### src/rtl/wb_stage.sv
// rtl/wb_stage.sv - write-back stage: result select, load-wait handshake, retire count
// Define WB_FWD_EN to add the fwd_valid/fwd_dest/fwd_data forwarding taps.
module wb_stage #(
  parameter int DATA_W  = 32,
  parameter int ADDR_W  = 4,
  parameter int TIMEOUT = 16,
  parameter int RET_W   = 16
) (
  input  logic              clk,
  input  logic              rst,
  input  logic              freeze,
  input  logic              flush,
  input  logic              mem_valid,
  input  logic              mem_wb_en,
  input  logic              mem_r_en,
  input  logic [ADDR_W-1:0] mem_dest,
  input  logic [DATA_W-1:0] mem_alu_result,
  input  logic [DATA_W-1:0] mem_rdata,
  input  logic              mem_rdata_valid,
  output logic              ready_out,
`ifdef WB_FWD_EN
  output logic              fwd_valid,
  output logic [ADDR_W-1:0] fwd_dest,
  output logic [DATA_W-1:0] fwd_data,
`endif
  output logic              writeBackEn,
  output logic [ADDR_W-1:0] dest_wb,
  output logic [DATA_W-1:0] Result_WB,
  output logic              err,
  output logic [RET_W-1:0]  retired
);

  localparam int CNT_W = (TIMEOUT > 1) ? $clog2(TIMEOUT) : 1;
  localparam logic [CNT_W-1:0] CNT_LAST = CNT_W'(TIMEOUT - 1);
  localparam logic [ADDR_W-1:0] PC_IDX = '1;

  typedef enum logic {S_IDLE, S_WAIT} state_t;

  state_t            r_state, w_state_nx;
  logic [CNT_W-1:0]  r_cnt, w_cnt_nx;
  logic [ADDR_W-1:0] r_dest_lat, w_dest_lat_nx;
  logic              r_wb_en, w_wb_en_nx;
  logic [ADDR_W-1:0] r_dest, w_dest_nx;
  logic [DATA_W-1:0] r_result, w_result_nx;
  logic              r_err, w_err_nx;
  logic [RET_W-1:0]  r_retired, w_retired_nx;

  logic              w_retire;
  logic              w_do_wr;
  logic [ADDR_W-1:0] w_wr_dest;
  logic [DATA_W-1:0] w_wr_data;

  always_ff @(posedge clk or posedge rst) begin
    if (rst) begin
      r_state    <= S_IDLE;
      r_cnt      <= '0;
      r_dest_lat <= '0;
      r_wb_en    <= 1'b0;
      r_dest     <= '0;
      r_result   <= '0;
      r_err      <= 1'b0;
      r_retired  <= '0;
    end else begin
      r_state    <= w_state_nx;
      r_cnt      <= w_cnt_nx;
      r_dest_lat <= w_dest_lat_nx;
      r_wb_en    <= w_wb_en_nx;
      r_dest     <= w_dest_nx;
      r_result   <= w_result_nx;
      r_err      <= w_err_nx;
      r_retired  <= w_retired_nx;
    end
  end

  always_comb begin
    w_state_nx    = r_state;
    w_cnt_nx      = r_cnt;
    w_dest_lat_nx = r_dest_lat;
    w_wb_en_nx    = 1'b0;
    w_dest_nx     = r_dest;
    w_result_nx   = r_result;
    w_err_nx      = r_err;
    w_retired_nx  = r_retired;
    w_retire      = 1'b0;
    w_do_wr       = 1'b0;
    w_wr_dest     = mem_dest;
    w_wr_data     = mem_alu_result;

    case (r_state)
      S_IDLE: begin
        if (!flush && !freeze && mem_valid) begin
          if (!mem_wb_en) begin
            w_retire = 1'b1;
          end else if (!mem_r_en) begin
            w_do_wr = 1'b1;
          end else if (mem_rdata_valid) begin
            w_do_wr   = 1'b1;
            w_wr_data = mem_rdata;
          end else begin
            w_dest_lat_nx = mem_dest;
            w_cnt_nx      = '0;
            w_state_nx    = S_WAIT;
          end
        end
      end
      S_WAIT: begin
        // Data arriving on the final wait cycle still beats the timeout.
        if (flush) begin
          w_state_nx = S_IDLE;
        end else if (mem_rdata_valid) begin
          w_do_wr    = 1'b1;
          w_wr_dest  = r_dest_lat;
          w_wr_data  = mem_rdata;
          w_state_nx = S_IDLE;
        end else if (r_cnt == CNT_LAST) begin
          w_err_nx   = 1'b1;
          w_state_nx = S_IDLE;
        end else begin
          w_cnt_nx = r_cnt + 1'b1;
        end
      end
      default: w_state_nx = S_IDLE;
    endcase

    // The PC is outside the register file: it retires but never strobes a write.
    if (w_do_wr) begin
      w_retire    = 1'b1;
      w_dest_nx   = w_wr_dest;
      w_result_nx = w_wr_data;
      w_wb_en_nx  = (w_wr_dest != PC_IDX);
    end
    if (w_retire) begin
      w_retired_nx = r_retired + 1'b1;
    end
  end

  assign ready_out   = (r_state == S_IDLE);
  assign writeBackEn = r_wb_en;
  assign dest_wb     = r_dest;
  assign Result_WB   = r_result;
  assign err         = r_err;
  assign retired     = r_retired;

`ifdef WB_FWD_EN
  assign fwd_valid = r_wb_en && (r_dest != PC_IDX);
  assign fwd_dest  = r_dest;
  assign fwd_data  = r_result;
`endif

endmodule

### config.mk
export PLATFORM = sky130hd
export DESIGN_NAME = wb_stage
export DESIGN_NICKNAME = d
export VERILOG_FILES = /design/src/rtl/wb_stage.sv
export SDC_FILE = /design/constraint.sdc
export NUM_CORES = 1
export LEC_CHECK = 0
export ABC_CLOCK_PERIOD_IN_PS = 3110
export BUFFER_PORTS_ARGS = -buffer_cell sky130_fd_sc_hd__buf_2
export CAP_MARGIN = 30
export CELL_PAD_IN_SITES_DETAIL_PLACEMENT = 1
export CELL_PAD_IN_SITES_GLOBAL_PLACEMENT = 2
export CORE_UTILIZATION = 27
export CTS_CLUSTER_SIZE = 40
export DETAILED_ROUTE_END_ITERATION = 6
export HOLD_SLACK_MARGIN = 0.02
export PLACE_DENSITY = 0.79
export SLEW_MARGIN = 20
export SYNTH_ARGS = -nofsm -noshare
export SYNTH_HDL_FRONTEND = slang
export SYNTH_SLANG_ARGS = --single-unit
### constraint.sdc
create_clock -name clk -period 3.11 [get_ports clk]
set_clock_uncertainty 0.2 [all_clocks]
set_input_delay 0.933 -clock clk [delete_from_list [all_inputs] [get_ports clk]]
set_output_delay 0.933 -clock clk [all_outputs]
set_load 0.02 [all_outputs]
# Yosys cells after proc, flatten, opt, wreduce, memory -nomap -nowiden
# Cells that the tools add are included.
totals:
  register_bits: 63
  latch_bits: 0
  mem_bits_rw: 0
  rom_bits: 0
  input_bits: 76
  output_inout_bits: 55
  elab_cells: 65
  n_memories: 0
op_classes:
  n_addsub: 2
  n_mul: 0
  n_div: 0
  n_lt_le_gt_ge: 0
  n_eq_ne: 9
  shift: 0
  muxes: 36
  bitwise: 3
  n_reduce_logical: 7
ops:
  columns: ["op", "count"]
  rows:
  - ["32-bit two-way mux", 5]
  - ["32-bit case mux with 2 select lines", 1]
  - ["4-bit two-way mux", 10]
  - ["1-bit two-way mux", 17]
  - ["16-bit by 1-bit adder with 16-bit output (second input constant)", 1]
  - ["2-bit != test (second input constant)", 6]
  - ["4-bit case mux with 2 select lines", 1]
  - ["4-bit AND reduction", 2]
  - ["7-bit AND reduction", 1]
  - ["4-bit by 1-bit adder with 4-bit output (second input constant)", 1]
  - ["4-bit == test (second input constant)", 1]
  - ["4-bit != test (second input constant)", 1]
  - ["1-bit case mux with 2 select lines", 2]
  - ["1-bit inverter", 3]
  - ["1-bit logical AND", 2]
  - ["1-bit logical NOT", 2]
  - ["2-bit by 1-bit != test with 1-bit output (second input constant)", 1]

# Logic depth before layout (Yosys ltp)
# Gate-level depths: netlist of run 1.
depth:
  word_depth: 6
  mapped_depth: 6
  ltp_nobuf: 5

# Worst setup path before layout of run 1
# No wires, ideal clock.
synth_path:
  kind: "input to register"
  start: "input freeze"
  end: "register r_retired[10], in the netlist retired[10]"
  t_arrival_ns: 2.068
  slack_ns: 0.711
  cell_stages: 5
  n_path_buf: 1
  path_cell_list: "or3b_4 > a211oi_4 > buf_6 > nand4_1 > xnor2_1"
synth_between:
  elab_chain_cells: 6
  word_cells_on_any_way: 8
synth_rtl:
  columns: ["item", "line_no", "text"]
  rows:
  - ["start, declared", "11", "input logic freeze,"]
  - ["1-bit logical NOT (*)", "91", "if (!flush && !freeze && mem_valid) begin"]
  - ["1-bit logical AND (*) (2 in a row)", "91", null]
  - ["1-bit two-way mux", "91", null]
  - ["1-bit case mux with 2 select lines / 1-bit two-way mux (equally long branches)", "89", "case (r_state)"]
  - ["1-bit two-way mux (*)", "126", "if (w_do_wr) begin"]
  - ["end signal, assigned", "71", "r_retired <= w_retired_nx;"]
  - ["end, declared", "46", "logic [RET_W-1:0] r_retired, w_retired_nx;"]
# Every way passes the cells marked *; elsewhere a longest branch is shown, timed or not.
# A chain may end at the register's enable or synchronous reset.

# Worst setup path in the final report of run 1
layout_path:
  start: "register r_state"
  end: "output ready_out"
layout_between:
  elab_chain_cells: 1
layout_rtl:
  columns: ["item", "line_no", "text"]
  rows:
  - ["start, declared", "39", "state_t r_state, w_state_nx;"]
  - ["start signal, assigned", "64", "r_state <= w_state_nx;"]
  - ["1-bit inverter (no source line)", null, null]
  - ["end, declared", "20", "output logic ready_out,"]
# Every way passes these cells.

==> results of run 1 <==
==> final cells by class <==
cell class | instances | area share
Timing Repair Buffer | 135 | 0.181
Sequential cell | 63 | 0.394
Inverter | 6 | 0.00563
Multi-Input combinational cell | 195 | 0.321
Tap cell | 136 | 0.0425
Clock buffer | 13 | 0.0397
Clock inverter | 3 | 0.0163
==> through the flow <==
stage	area [sq um]	setup WS (ns)	power, W	std cells	util
floorplan	2930	0.407	0.00142	280	-
global placement	3780	0.565	0.00167	535	0.363
detailed placement	3780	0.536	0.00169	535	0.363
CTS	4000	0.668	0.00251	551	0.384
global route	4000	0.609	0.00261	551	0.384
finish	4000	0.697	0.00246	551	0.384
==> worst paths after layout <==
path / startpoint / end / slack (ns) / cells after the start
worst max register to register: r_state$_DFF_PP0_ / retired[1]$_DFFE_PP0P_ / 0.99 / 4
min in group asynchronous: rst / Result_WB[16]$_DFFE_PP0P_ / 0.48 / 2
worst min-delay path: retired[15]$_DFFE_PP0P_ / retired[15]$_DFFE_PP0P_ / 0.27 / 1
worst max-delay path: r_state$_DFF_PP0_ / ready_out / 0.70 / 2
worst min register to register: retired[15]$_DFFE_PP0P_ / retired[15]$_DFFE_PP0P_ / 0.27 / 1
max in group asynchronous: rst / dest_wb[3]$_DFFE_PP0P_ / 1.61 / 3
==> cells by family (layout without fill, tap and decap cells) <==
family	Yosys count	count (layout)	share of synthesized area
AOI/OAI and AO/OA	42	42	0.0802
xor gates and xnor gates	17	17	0.0508
adders and majority gates	2	2	0.00853
and+or+nand+nor	97	97	0.162
buffers and inverters	22	157	0.0346
DFF	63	63	0.538
muxes	37	37	0.127
==> state kept, by name (all words and copies together), names as in the netlist <==
name and flops:
r_state 1, r_cnt 4, r_dest_lat 4, dest_wb 4, writeBackEn 1, Result_WB 32
retired 16, err 1
==> layout by cell type (no fill, tap or decap) <==
cell,n
buf_4,2
mux2_2,1
nand2b_1,1
mux2i_1,36
nand4b_1,3
clkinv_2,1
inv_1,5
or3b_4,1
nand4_1,11
nor4bb_1,1
a21oi_4,1
clkbuf_8,11
ha_1,2
xor2_1,3
buf_12,3
nand2_1,54
o221ai_4,1
xnor2_1,14
bufinv_16,2
dfrtp_1,63
clkbuf_1,2
a221oi_1,1
inv_2,1
o21ai_1,4
nor2_1,5
and3_1,6
o21bai_1,1
and3b_1,2
o21ai_0,33
nand3_1,9
buf_2,130
and4_1,2
a211oi_4,1
and2_1,1
nor4_1,1
==> power groups by stage <==
stage	Clock (W)	Combinational, W	Sequential [W]
floorplan	0	0.000180	0.00124
global placement	0	0.000596	0.00107
CTS	0.000832	0.000612	0.00107
finish	0.000797	0.000597	0.00107
detailed placement	0	0.000611	0.00108
global route	0.000860	0.000657	0.00109
==> routing by layer <==
metal  up-vias  wire length, um  track usage
li1       1227                -            -
met1      1203             3250        0.166
met2        76             3710        0.227
met3         5              515       0.0472
met4         0               46       0.0298
met5         -                0            0
==> flow_summary_export.csv, run 1 <==
group,metric,value,unit
outcome,status,"finished clean",
setup_path,crit_arrival,1.28,ns
logic_synthesis,post-synth-top-count-cell,"dfrtp_1",
final_layout,synthToLayoutAreaGrowth,36.5,%
placement,place_congestion,0.702,
run,cap_violations,0,
die,start_util,0.282,
pwr,p_clk_frac,0.324,
logic_synthesis,synth.net_count,358,
clocking,cts_buffer_depth,2,
route,avgRoutedWirePerCell,13.6,um
sta,finalMaxSlewViolations,0,
setup_path,crit_buf_inv,2,
route,drcViolationCount,0,
clocking,cts_hold_buf,0,
die,die_h,106,um
logic_synthesis,synth_edf_count,0,
grt,grt_pass1_vias,2476,
pwr,power.net_switching,0.000775,W
hold_path,min-delay-path-class,"register to register",
clocking,cts_setup_buffers,0,
clocking,cts_sinks,63,
final_layout,num_antenna_cells,0,
setup_path,worst-path-max-fanout,11,
die,ios,131,
final_layout,multi_input_area,1280,sq um
grt,grt.total_usage,0.135,
sta,worst_hold_slack,0.267,ns
logic_synthesis,synth_top_cell_by_area,"dfrtp_1",
pwr,pwr-share-comb,0.243,
logic_synthesis,synth_area,2930,sq um
logic_synthesis,async_flop_share,1.00,
grt,grt.overflow.total,0,
grt,grt_max_degree,73,
pwr,powerDensity,614,nW/um^2
clocking,clkTransAtPathRegs,0.07,ns
sta,tightest_slew,0.620,ns
clocking,cts_tree,"built",
setup_path,path_class,"register to primary output",
sta,rsz0062_at_grt,"false",
setup_path,cp.required,1.98,ns
route,drtIter0Drc,26,
logic_synthesis,synth_seq_area_share,0.538,
setup_path,start_kind,"register",
final_layout,seq_area,1580,sq um
route,drtPass1Iterations,2,
clocking,clock_latency,0.33,ns
pwr,swShare,0.315,
logic_synthesis,yosysWarnings,0,
route,num_vias,2511,
grt,grt_pass1_wl,12.0,mm
route,routed_wl,7.52,mm
clocking,ctsResizeCount,0,
pwr,ir_worst_vdd,240,uV
logic_synthesis,synth_area_per_cell,10.5,sq um
final_layout,drive_gt1_frac,0.373,
sta,slew-limit-headroom,0.586,
sta,fin_crit,2.41,ns
die,die-width,106,um
route,vias_per_cell,4.56,
die,rows,37,
logic_synthesis,synth_cell_types,30,
final_layout,fin_nets,488,
setup_path,critPathMaxStageDelay,0.58,ns
final_layout,fill_cells,1247,
placement,io_buffers,130,
placement,dp_hpwl,5.64,mm
setup_path,cp-end-kind,"primary output",
grt,antenna_found_initial,0,
logic_synthesis,netlist.area_leader.share,0.538,
logic_synthesis,synthTopCellsByCount,"63 x dfrtp_1, 54 x nand2_1, 36 x mux2i_1",
clocking,cts_max_level,3,
pwr,power_frac_seq,0.433,
clocking,cts_made_buffers,9,
logic_synthesis,synth_cells,280,
pwr,p_leak,2.02,nW
sta,fmaxAchievable,414,MHz
logic_synthesis,ys_ff_latch,63,
setup_path,crit_slowest_cell,"dfrtp_1",
route,ant_nets,0,
sta,setup_viol,0,
logic_synthesis,synth_ff_type,"dfrtp_1",
pwr,p_int,0.00168,W
sta,min_period_over_period,0.776,
setup_path,crit_path_cell_trace,"inv_1 -> buf_2",
logic_synthesis,synth_area_leaders,"dfrtp_1 54%, mux2i_1 12%, nand2_1 6.9%",
sta,setup-tns-final,0,ns
setup_path,crit_family,"flip-flops",
die,die-area,11300,sq um
clocking,root_buffer,"clkbuf_8",
die,core,10400,sq um
sta,final_hold_viol_count,0,
No activity file was read; power rests on OpenSTA's default activity.
==> run 2: changes to the inputs <==
--- a/config.mk
+++ b/config.mk
@@ -5,16 +5,17 @@
 export SDC_FILE = /design/constraint.sdc
 export NUM_CORES = 1
 export LEC_CHECK = 0
-export ABC_CLOCK_PERIOD_IN_PS = 3110
+export ABC_AREA = 1
+export ABC_CLOCK_PERIOD_IN_PS = 2000
 export BUFFER_PORTS_ARGS = -buffer_cell sky130_fd_sc_hd__buf_2
 export CAP_MARGIN = 30
 export CELL_PAD_IN_SITES_DETAIL_PLACEMENT = 1
 export CELL_PAD_IN_SITES_GLOBAL_PLACEMENT = 2
-export CORE_UTILIZATION = 27
+export CORE_UTILIZATION = 24
 export CTS_CLUSTER_SIZE = 40
 export DETAILED_ROUTE_END_ITERATION = 6
 export HOLD_SLACK_MARGIN = 0.02
-export PLACE_DENSITY = 0.79
+export PLACE_DENSITY = 0.77
 export SLEW_MARGIN = 20
 export SYNTH_ARGS = -nofsm -noshare
 export SYNTH_HDL_FRONTEND = slang
==> constraint.sdc (replaced) <==
create_clock -name clk -period 2 [get_ports clk]
set_clock_uncertainty 0.2 [all_clocks]
set_input_delay 0.6 -clock clk [delete_from_list [all_inputs] [get_ports clk]]
set_output_delay 0.6 -clock clk [all_outputs]
set_load 0.02 [all_outputs]
==> flow_summary_export.csv, run 2 <==
group,metric,value,unit
outcome,status,"finished clean",
pwr,power,0.00468,W
final_layout,fill_cells,2163,
final_layout,design_area,5450,sq um
final_layout,drive_gt1_frac,0.265,
clocking,cts_buffer_depth,2,
pwr,p_leak,3.11,nW
setup_path,crit_family,"buffers and inverters",
die,die-area,17600,sq um
grt,grt.overflow.total,0,
die,core,16600,sq um
grt,grt_pass1_wl,23.9,mm
sta,min_period_over_period,0.964,
clocking,cts_tree,"built",
logic_synthesis,synth_area_per_cell,6.59,sq um
clocking,cts_made_buffers,9,
sta,slew-limit-headroom,0.608,
clocking,cts_setup_buffers,0,
clocking,clkTransAtPathRegs,0.06,ns
die,die_h,133,um
grt,grt_max_degree,35,
die,die-width,133,um
sta,worst_hold_slack,0.0837,ns
setup_path,path_class,"register to primary output",
final_layout,synthToLayoutAreaGrowth,32.9,%
placement,dp_hpwl,11.3,mm
final_layout,largest_reg_flops,32,
sta,fin_crit,1.93,ns
logic_synthesis,synthTopCellsByCount,"281 x nand2_1, 71 x inv_1, 71 x nand3_1",
pwr,ir_worst_vdd,364,uV
placement,io_buffers,130,
setup_path,worst-path-max-fanout,9,
route,avgRoutedWirePerCell,14.5,um
logic_synthesis,ys_ff_latch,63,
final_layout,fin_nets,848,
die,start_util,0.247,
sta,tightest_slew,0.587,ns
logic_synthesis,synth_ff_type,"dfrtp_1",
clocking,cts_sinks,63,
route,vias_per_cell,4.54,
final_layout,multi_input_area,2070,sq um
clocking,ctsResizeCount,0,
logic_synthesis,synth_top_cell_by_area,"dfrtp_1",
logic_synthesis,synth_area_leaders,"dfrtp_1 38%, nand2_1 26%, nand3_1 8.7%",
die,ios,131,
setup_path,start_kind,"register",
setup_path,crit_path_cell_trace,"inv_2 -> buf_2",
logic_synthesis,synth_area,4100,sq um
setup_path,cp-end-kind,"primary output",
grt,grt_pass1_vias,4853,
sta,finalMaxSlewViolations,0,
logic_synthesis,synth.net_count,701,
grt,antenna_found_initial,1,
placement,postPlaceCellArea,5160,sq um
route,drtIter0Drc,193,
pwr,powerDensity,857,nW/um^2
die,rows,47,
clocking,root_buffer,"clkbuf_16",
final_layout,final_cell_mix,"281 x nand2_1, 130 x buf_2, 71 x nand3_1",
setup_path,critPathMaxStageDelay,0.38,ns
grt,grt.total_usage,0.172,
sta,fmaxAchievable,519,MHz
logic_synthesis,yosysWarnings,0,
logic_synthesis,synth_seq_area_share,0.384,
clocking,clock_latency,0.34,ns
logic_synthesis,synth_cells,623,
logic_synthesis,post-synth-top-count-cell,"nand2_1",
hold_path,min-delay-path-class,"input pin to async pin",
logic_synthesis,netlist.area_leader.share,0.384,
setup_path,crit_slowest_cell,"dfrtp_1",
clocking,cts_hold_buf,0,
route,routed_wl,14.4,mm
route,num_vias,4519,
logic_synthesis,synth_edf_count,0,
clocking,cts_max_level,3,
final_layout,seq_area,1580,sq um
route,ant_nets,0,
sta,final_hold_viol_count,0,
setup_path,crit_arrival,1.13,ns
placement,place_congestion,0.871,
logic_synthesis,async_flop_share,1.00,
sta,setup_viol,0,
route,drtPass1Iterations,4,
sta,rsz0062_at_grt,"false",
setup_path,crit_buf_inv,2,
route,drcViolationCount,0,
run,cap_violations,0,
logic_synthesis,synth_cell_types,36,
final_layout,mostFrequentLayoutCell,"nand2_1",
setup_path,cp.required,1.20,ns
==> run 2: cell count changes in the layout (fill, tap and decap cells not counted), sizes merged, moves of 16 or more <==
cell | previous run | this run
inv | 6 | 75
nor2 | 5 | 35
mux2i | 36 | 0
buf | 135 | 161
a21oi | 1 | 21
o21ai | 37 | 21
nand3 | 9 | 74
nand2 | 54 | 285
==> run 2: power by group <==
part	internal, W	switching [W]
Combinational	0.000475	0.000848
Clock	0.000960	0.000605
Sequential	0.00155	0.000237
==> run 2: kinds of logic after synthesis <==
family	Yosys count	share of synthesized area
flip-flops	63	0.384
buffers and inverters	102	0.112
XOR/XNOR	3	0.00824
AO/OA/AOI/OAI	44	0.0570
adder cells (fa/ha/maj)	2	0.00610
AND/OR/NAND/NOR	409	0.433
==> run 2: metrics by stage <==
stage               instances  setup WS [ns]  utilization   TNS (ns)
floorplan                 623          0.174            -          0
global placement          979      -0.000631        0.310  -0.000631
detailed placement        979        -0.0518        0.310     -0.604
CTS                       995         0.0454        0.328          0
global route              996         0.0112        0.328          0
finish                    996         0.0716        0.328          0
==> run 2: layer usage <==
metal | GRT usage | up-vias | wire (um)
met2 | 0.315 | 85 | 7450
met3 | 0.0276 | 23 | 462
li1 | - | 2224 | -
met1 | 0.198 | 2187 | 6230
met4 | 0.0715 | 0 | 305
met5 | 0 | - | 0
==> run 2: path summary, 6_finish.rpt <==
path,from,to,cells after the start,slack (ns)
hold / removal,rst,retired[4]$_DFFE_PP0P_,2,0.08
max in group asynchronous,rst,r_state$_DFF_PP0_,3,1.02
setup reg to reg,r_state$_DFF_PP0_,retired[3]$_DFFE_PP0P_,10,0.18
setup / recovery,r_state$_DFF_PP0_,ready_out,2,0.07
min in group clk,Result_WB[11]$_DFFE_PP0P_,Result_WB[11]$_DFFE_PP0P_,2,0.27
hold reg to reg,Result_WB[11]$_DFFE_PP0P_,Result_WB[11]$_DFFE_PP0P_,2,0.27
==> run 2: final cells by class <==
class,count,share of cell area
sequential,63,0.289
inverter,77,0.0541
clock inverter,6,0.0112
multi-input combinational,458,0.379
tap,220,0.0505
timing repair buffer,161,0.173
antenna,1,0.000459
clock buffer,10,0.0420
==> run 3: changes to the inputs <==
--- a/config.mk
+++ b/config.mk
@@ -7,7 +7,7 @@
 export LEC_CHECK = 0
 export ABC_AREA = 1
 export ABC_CLOCK_PERIOD_IN_PS = 2000
-export BUFFER_PORTS_ARGS = -buffer_cell sky130_fd_sc_hd__buf_2
+export BUFFER_PORTS_ARGS = -buffer_cell sky130_fd_sc_hd__buf_4
 export CAP_MARGIN = 30
 export CELL_PAD_IN_SITES_DETAIL_PLACEMENT = 1
 export CELL_PAD_IN_SITES_GLOBAL_PLACEMENT = 2
==> flow_summary_export.csv, run 3 (synthesis results as in run 2) <==
group,metric,value,unit
clocking,cts_buffer_depth,2,
final_layout,fin_nets,845,
placement,dp_hpwl,10.8,mm
pwr,ir_worst_vdd,398,uV
grt,grt_max_degree,64,
sta,final_hold_viol_count,0,
final_layout,largest_reg_flops,32,
final_layout,drive_gt1_frac,0.263,
setup_path,crit_arrival,1.10,ns
clocking,ctsResizeCount,0,
setup_path,critPathMaxStageDelay,0.38,ns
clocking,cts_setup_buffers,0,
route,wl_met3,522,um
pwr,p_clk_frac,0.326,
pwr,p_leak,3.19,nW
route,drtPass1Iterations,5,
grt,grt.overflow.total,0,
grt,grt_pass1_wl,24.4,mm
pwr,p_int,0.00320,W
clocking,clock_latency,0.33,ns
placement,place_congestion,0.802,
pwr,swShare,0.345,
final_layout,final_cell_mix,"281 x nand2_1, 155 x buf_4, 71 x nand3_1",
grt,grt_pass1_vias,4802,
clocking,cts_tree,"built",
final_layout,num_antenna_cells,0,
clocking,root_buffer,"clkbuf_16",
sta,setup-tns-final,0,ns
pwr,power.net_switching,0.00169,W
route,num_vias,4478,
hold_path,min-delay-path-class,"input pin to async pin",
route,ant_nets,0,
sta,tightest_slew,0.377,ns
sta,min_period_over_period,0.952,
setup_path,crit_buf_inv,2,
setup_path,crit_family,"flip-flops",
route,wl_met1,6.32,mm
route,drtIter0Drc,124,
clocking,cts_max_level,3,
final_layout,mostFrequentLayoutCell,"nand2_1",
clocking,cts_made_buffers,9,
setup_path,path_class,"register to primary output",
setup_path,start_kind,"register",
sta,fin_crit,1.90,ns
pwr,power_frac_seq,0.366,
run,cap_violations,0,
pwr,pwr-share-comb,0.308,
route,avgRoutedWirePerCell,14.5,um
final_layout,synthToLayoutAreaGrowth,39.9,%
route,routed_wl,14.3,mm
route,vias_per_cell,4.51,
sta,fmaxAchievable,525,MHz
sta,setup_viol,0,
die,die-width,133,um
setup_path,crit_slowest_cell,"dfrtp_1",
die,rows,47,
sta,slew-limit-headroom,0.748,
sta,rsz0062_at_grt,"false",
clocking,cts_hold_buf,0,
setup_path,crit_path_cell_trace,"inv_2 -> buf_4",
placement,io_buffers,130,
route,topRoutingLayerUsed,"met4",
outcome,status,"finished clean",
setup_path,cp.required,1.20,ns
die,start_util,0.247,
route,dr_wl_met2,7.24,mm
clocking,clkTransAtPathRegs,0.06,ns
sta,finalMaxSlewViolations,0,
die,die_h,133,um
grt,antenna_found_initial,0,
setup_path,worst-path-max-fanout,9,
clocking,cts_sinks,63,
setup_path,cp-end-kind,"primary output",
die,ios,131,
grt,grt.total_usage,0.176,
die,die-area,17600,sq um
route,drcViolationCount,0,
sta,worst_hold_slack,0.172,ns
pwr,powerDensity,852,nW/um^2
die,core,16600,sq um
## run 3: cell types whose count changed in the layout (fill, tap and decap cells not counted)
cell / previous run / this run
buf_12: 5 / 3
buf_2: 130 / 0
buf_4: 26 / 155
clkbuf_1: 1 / 0
clkbuf_8: 0 / 1
clkinv_2: 3 / 4
clkinv_4: 1 / 0
clkinvlp_4: 2 / 1
diode_2: 1 / 0
inv_2: 4 / 3
inv_4: 1 / 2
inv_6: 0 / 1
## run 3: worst paths after layout
check	start	endpoint	slack, ns	cells after the start
worst max-delay path	r_state$_DFF_PP0_	ready_out	0.1	2
worst min register to register	err$_DFFE_PP0P_	err$_DFFE_PP0P_	0.27	1
max in group asynchronous	rst	Result_WB[28]$_DFFE_PP0P_	1.15	3
worst min-delay path	rst	retired[7]$_DFFE_PP0P_	0.17	3
min in group clk	err$_DFFE_PP0P_	err$_DFFE_PP0P_	0.27	1
worst max register to register	r_state$_DFF_PP0_	Result_WB[23]$_DFFE_PP0P_	0.19	8
## run 3: metrics by stage
step	instance area [sq um]	util	cells	total power (W)	setup slack, ns
3_3_place_gp	5440	0.327	976	0.00330	-0.0479
4_1_cts	5740	0.345	992	0.00498	0.0674
6_report	5740	0.345	992	0.00489	0.0961
3_5_place_dp	5440	0.327	976	0.00334	-0.119
5_1_grt	5740	0.345	992	0.00519	0.0421
2_1_floorplan	4110	-	623	0.00257	0.174
## run 3: cell type report
class / instances / area, sq um
clock buffer: 10 / 239
multi-input combinational: 458 / 2070
sequential: 63 / 1580
tap: 220 / 275
clock inverter: 6 / 58.8
fill: 2120 / 10900
timing repair buffer: 158 / 1220
inverter: 77 / 298
## run 3: power by group through the flow
| stage | sequential (W) | combinational [W] | clock (W) |
|---|---|---|---|
| after floorplan | 0.00205 | 0.000512 | 0 |
| after detailed placement | 0.00181 | 0.00153 | 0 |
| after CTS | 0.00179 | 0.00154 | 0.00165 |
| after global placement | 0.00181 | 0.00149 | 0 |
| final | 0.00179 | 0.00151 | 0.00159 |
| after global routing | 0.00183 | 0.00167 | 0.00169 |
## run 3: worst min-delay path, cell delays in order
cell and delay [ns]:
buf_4 0.12, clkinvlp_4 0.07, buf_12 0.32
## run 3: routing by layer
metal / vias up / GRT usage
li1: 2214 / -
met1: 2161 / 0.214
met2: 84 / 0.307
met3: 19 / 0.0387
met4: 0 / 0.0549
met5: - / 0
